===== src/rtl/iob_bus_arbiter.sv =====
`default_nettype none
// ---------------------------------------------------------------------------
// iob_bus_arbiter : grant-until-ready arbiter sharing one native-bus slave.
// Rev 1.0 -- define ARB_ROUND_ROBIN_EN for rotating priority, else fixed.
// ---------------------------------------------------------------------------
module iob_bus_arbiter #(
  parameter int N_MASTERS = 2,
  parameter int ADDR_W    = 32,
  parameter int DATA_W    = 32
) (
  input  logic                            clk,
  input  logic                            rst,
  input  logic [N_MASTERS-1:0]            m_valid,
  input  logic [N_MASTERS*ADDR_W-1:0]     m_addr,
  input  logic [N_MASTERS*DATA_W-1:0]     m_wdata,
  input  logic [N_MASTERS*(DATA_W/8)-1:0] m_wstrb,
  output logic [N_MASTERS-1:0]            m_ready,
  output logic [DATA_W-1:0]               m_rdata,
  output logic                            s_valid,
  output logic [ADDR_W-1:0]               s_addr,
  output logic [DATA_W-1:0]               s_wdata,
  output logic [DATA_W/8-1:0]             s_wstrb,
  input  logic                            s_ready,
  input  logic [DATA_W-1:0]               s_rdata,
  output logic [N_MASTERS-1:0]            grant
);

  localparam int STRB_W = DATA_W / 8;
  localparam logic [N_MASTERS-1:0] LSB_ONE = N_MASTERS'(1);

  typedef enum logic {
    IDLE = 1'b0,
    BUSY = 1'b1
  } state_t;

  state_t               state;
  state_t               state_d;
  logic [N_MASTERS-1:0] grant_d;
  logic [N_MASTERS-1:0] winner;
  logic [ADDR_W-1:0]    sel_addr;
  logic [DATA_W-1:0]    sel_wdata;
  logic [STRB_W-1:0]    sel_wstrb;

`ifdef ARB_ROUND_ROBIN_EN
  localparam int PTR_W = (N_MASTERS > 1) ? $clog2(N_MASTERS) : 1;

  logic [PTR_W-1:0]     ptr;
  logic [PTR_W-1:0]     ptr_d;
  logic [PTR_W-1:0]     gidx;
  logic [N_MASTERS-1:0] rot_req;
  logic [N_MASTERS-1:0] rot_pri;

  // Rotate requests so the pointer sits at bit 0, isolate the lowest set
  // bit, then rotate the single winner back into place.
  always_comb begin
    rot_req = N_MASTERS'({m_valid, m_valid} >> ptr);
    rot_pri = rot_req & (~rot_req + LSB_ONE);
    winner  = N_MASTERS'(({rot_pri, rot_pri} << ptr) >> N_MASTERS);
  end

  always_comb begin
    gidx = '0;
    for (int i = 0; i < N_MASTERS; i++) begin
      if (grant[i]) gidx = PTR_W'(i);
    end
  end

  always_ff @(posedge clk or negedge rst) begin
    if (!rst) ptr <= '0;
    else      ptr <= ptr_d;
  end
`else
  always_comb begin
    winner = m_valid & (~m_valid + LSB_ONE);
  end
`endif

  always_comb begin
    sel_addr  = '0;
    sel_wdata = '0;
    sel_wstrb = '0;
    for (int i = 0; i < N_MASTERS; i++) begin
      if (grant[i]) begin
        sel_addr  = m_addr[i*ADDR_W +: ADDR_W];
        sel_wdata = m_wdata[i*DATA_W +: DATA_W];
        sel_wstrb = m_wstrb[i*STRB_W +: STRB_W];
      end
    end
  end

  always_ff @(posedge clk or negedge rst) begin
    if (!rst) begin
      state <= IDLE;
      grant <= '0;
    end else begin
      state <= state_d;
      grant <= grant_d;
    end
  end

  always_comb begin
    state_d = state;
    grant_d = grant;
`ifdef ARB_ROUND_ROBIN_EN
    ptr_d   = ptr;
`endif
    m_ready = '0;
    s_valid = 1'b0;
    s_addr  = '0;
    s_wdata = '0;
    s_wstrb = '0;
    case (state)
      IDLE: begin
        if (|m_valid) begin
          grant_d = winner;
          state_d = BUSY;
        end
      end
      BUSY: begin
        // Grant is held even if the owner drops valid early; only s_ready frees it.
        s_valid = |(m_valid & grant);
        s_addr  = sel_addr;
        s_wdata = sel_wdata;
        s_wstrb = sel_wstrb;
        if (s_ready) begin
          m_ready = grant;
          grant_d = '0;
          state_d = IDLE;
`ifdef ARB_ROUND_ROBIN_EN
          ptr_d   = (gidx == PTR_W'(N_MASTERS - 1)) ? '0 : gidx + 1'b1;
`endif
        end
      end
      default: begin
        state_d = IDLE;
        grant_d = '0;
      end
    endcase
  end

  assign m_rdata = s_rdata;

endmodule
`default_nettype wire


===== config.mk =====
export PLATFORM = sky130hd
export DESIGN_NAME = iob_bus_arbiter
export DESIGN_NICKNAME = d
export VERILOG_FILES = /design/src/rtl/iob_bus_arbiter.sv
export SDC_FILE = /design/constraint.sdc
export NUM_CORES = 1
export LEC_CHECK = 0
export ABC_AREA = 1
export CAP_MARGIN = 20
export CORE_AREA = 2 2 109 111
export CTS_BUF_LIST = sky130_fd_sc_hd__clkbuf_2
export CTS_CLUSTER_DIAMETER = 40
export DETAILED_ROUTE_END_ITERATION = 10
export DIE_AREA = 0 0 111 113
export GPL_TIMING_DRIVEN = 1
export PLACE_DENSITY = 0.67
export SLEW_MARGIN = 20
export SYNTH_ARGS = -nofsm -noshare
export SYNTH_HDL_FRONTEND = slang
export SYNTH_SLANG_ARGS = --single-unit

===== constraint.sdc =====
create_clock -name clk -period 1.2 [get_ports clk]
set_input_delay 0.12 -clock clk [delete_from_list [all_inputs] [get_ports clk]]
set_output_delay 0.12 -clock clk [all_outputs]
set_load 0.05 [all_outputs]

==> results.md <==
- Post-layout power: 8.10 mW
- Effective utilization at floorplan: 0.122
- Core area: 11300 µm²
- Total Neg Setup Slack: -25.25 ns
- Max_cap viols: 0
- Root buffer cell: sky130_fd_sc_hd__clkbuf_2
- Highest cell delay on the worst timing path: 0.44 ns
- Maximum clock insertion buffer count: 2
- Yosys reg bits: 3
- TritonCTS clock tree: done
- Hold/Removal Path Class: primary input to async pin
- Timing-limited maximum frequency: between 600 and 700 MHz
- Cell leakage power: 1.78 nW
- Source of the worst register-to-register timing path: state
- Ys Warns: 0
- Gate family responsible for the most delay along the worst path: flip-flops
- Final period utilization: 1.34
- Number of antenna violations at the first check in global routing: 0
- Hold Violations, Final: 0
- Sequential cell area: 78.8 µm²
- Worst slack on hold paths: 0.0898 ns
- Mux cell area share after synthesis: 0
- Share of synthesized area occupied by flip-flops and latches: 0.0545
- Headroom to the max-slew limit: 0.862
- Share of post-route cells with drive strength above 1: 0.435
- Maximum level of the CTS H-tree: 1
- Final critical-path required period: 1.60 ns
- Number of buffers and inverters on the critical path: 3
- Violated checks: setup timing
- Die area: 12500 µm²
- Multi-input gate area: 1780 µm²
- Number of distinct standard cells referenced by the synthesized netlist: 13
- Post-synthesis instance area: between 1000 and 1500 µm²
- Pin slew with the least headroom to its limit: 0.206 ns
- Highest fanout seen on the critical path: 10
- Commonest non-fill, non-tap cells in the layout: sky130_fd_sc_hd__clkdlybuf4s50_1, sky130_fd_sc_hd__nand2_1, sky130_fd_sc_hd__buf_12, sky130_fd_sc_hd__a21oi_4, sky130_fd_sc_hd__nand2_2
- Worst reg2reg setup slack: about 0.080 ns
- Post-DP Area: 5090 µm²
- Area added between synthesis and finish: 286%
- Basic-gate share of the synthesized area counting and, or, nand and nor cells: 0.420
- Cells after Synth: 280
- Clock buffers created by TritonCTS: 3
- XOR/XNOR share of the synthesized area: 0
- Vertical die dimension: around 110 µm
- Final design instance area without fill: approximately 5300 µm²
- Most common cell after layout, fill and taps aside: sky130_fd_sc_hd__clkdlybuf4s50_1
- Number of vias per cell: approximately 4.2
- Reg2reg path depth: 4
- Max-slew violation total from the final report: 0
- Fin nets: 641
- Max IR drop VDD: approximately 0.0007 V
- WL per Instance: 14.9 µm
- Tot GR Track Use: 0.133
- RSZ-0062 raised after global routing: true
- Cell area power density: around 1500 nW/µm²
- Required @ worst endpoint: 1.08 ns
- Number of sinks handled by clock tree synthesis: 3
- Routed wire length: 9100 µm
- Number of port buffers: 213
- Type of the setup path with the least slack: flip-flop to output pin
- Critical Path End Type: output pin
- Count of routing violations after the opening detailed-route iteration: 54
- Critical path arrival: approximately 1.5 ns
- Routability Congestion: about 0.91
- Final worst-path setup slack: -0.405 ns
- Mapped Nets: ~450
- Number of endpoints failing setup at the final stage: between 70 and 80
- Synth Area in Compound Gates: 0.258
- Largest family of logic cells by synthesized area: simple AND/OR/NAND/NOR gates
- Insertion delay of the later-clocked pin in the worst-skew pair: 0.22 ns
- Clock transition at the registers of the reported paths: 0.05 ns
- Count of antenna diodes in the layout: 0
- Number of I/O pins: 278
- Run status: finished, violations left
- DP Wirelength: 7260 µm
- Most common cell type on the critical path: sky130_fd_sc_hd__buf_12
- Cell-by-cell listing of the critical path: nor2_8 -> buf_12 -> buf_16 -> nand2_2 -> a21oi_4 -> buf_12
- CP startpoint: grant[1]
- Vias after detailed routing: 2585
- CTS Hold Bufs: 0
- Global-route wire length before repair: 13600 µm
- Post-detailed-route count of antenna-violating nets: 0
- Vias in the first global route: 2788
- DRC violation count after routing: 0
- Number of iterations in the first detailed-routing pass: 6
- Final standard cell utilization of the core: 0.471
- Mean post-synth cell area: 4.92 µm²
- Fraction of the mapped netlist area in adder cells: 0
- Critical Path Source Type: flip-flop
- Largest net degree at the start of global routing: 36
- Worst clock skew: 0.000266 ns
- Reg-to-Reg End: state
- Number of fillers in the final layout: 1037
- Die X-Extent: 111 µm
- Cell Rows: 39
- Cell with the largest stage delay on the worst path: sky130_fd_sc_hd__dfrtp_2
- Final global-route overflow total: 0
-- how the worst max path moves through the flow --
stage,depth (start not counted),endpoint,slack (ns)
6_report,6,s_wdata[18],-0.40
2_1_floorplan,6,s_wdata[11],-0.38
4_1_cts,6,s_wdata[26],-0.41
3_3_place_gp,5,s_addr[20],-0.16
3_5_place_dp,5,s_addr[18],-0.19
5_1_grt,6,s_wdata[4],-0.45
-- sequential cells by signal, summed over array words and instances, names as in the netlist --
register	cells
state	1
grant	2
-- worst reg2reg max path: cells and delay by family, from the launching register on --
| kind | cells | cell delay [ns] |
|---|---|---|
| flops | 1 | 0.47 |
| buf+inv | 2 | 0.32 |
| compound gates | 2 | 0.20 |
-- Yosys cell counts --
cell type / n / share of area
sky130_fd_sc_hd__nand2_1: 143 / 0.39
sky130_fd_sc_hd__a21oi_1: 69 / 0.25
sky130_fd_sc_hd__buf_4: 33 / 0.18
sky130_fd_sc_hd__clkbuf_1: 12 / 0.033
sky130_fd_sc_hd__buf_2: 6 / 0.022
sky130_fd_sc_hd__buf_6: 3 / 0.025
sky130_fd_sc_hd__dfrtp_1: 3 / 0.055
sky130_fd_sc_hd__nor2_1: 3 / 0.0082
sky130_fd_sc_hd__inv_1: 2 / 0.0055
sky130_fd_sc_hd__nand3_1: 2 / 0.0073
sky130_fd_sc_hd__o21ai_0: 2 / 0.0073
sky130_fd_sc_hd__inv_2: 1 / 0.0027
sky130_fd_sc_hd__nor2_8: 1 / 0.015
-- logic make-up after synthesis --
logic type | count (synthesis)
flops | 3
compound gates | 71
simple gates | 149
buf+inv | 57
-- where the power goes --
group	switching [mW]	internal, mW	total (mW)
registers	0.0493	0.133	0.182
clock network	0.0656	0.0880	0.154
logic	4.20	3.56	7.76
total	4.32	3.78	8.10
-- routing by layer --
layer  share of wire  up-vias  global-route usage
met4           0.013        0              0.0258
met1            0.35     1195               0.132
li1                -     1236                   -
met2            0.56      131               0.278
met5               0        -                   0
met3           0.076       23              0.0321
-- timing repair --
item | 4_1_cts | 5_1_grt
resized for setup | 24 | 7
gates cloned | 2 | 3
endpoints found under the setup margin | 74 | 74
setup buffers | 1 | 1
pin swaps | 2 | 4
-- through the flow --
step / instances / setup WS, ns
after detailed placement: 599 / -0.194
after CTS: 606 / -0.409
after global placement: 599 / -0.158
final: 610 / -0.405
after global routing: 610 / -0.451
after floorplan: 280 / -0.377
-- cell type report --
| class | count | share of cell area |
|---|---|---|
| Timing Repair Buffer | 236 | 0.607 |
| Timing Repair inverter | 1 | 0.00165 |
| Sequential cell | 3 | 0.0148 |
| Inverter | 3 | 0.00353 |
| Tap cell | 143 | 0.0337 |
| Clock buffer | 4 | 0.00377 |
| Multi-Input combinational cell | 220 | 0.335 |
Power figures use the tool's default switching activity.
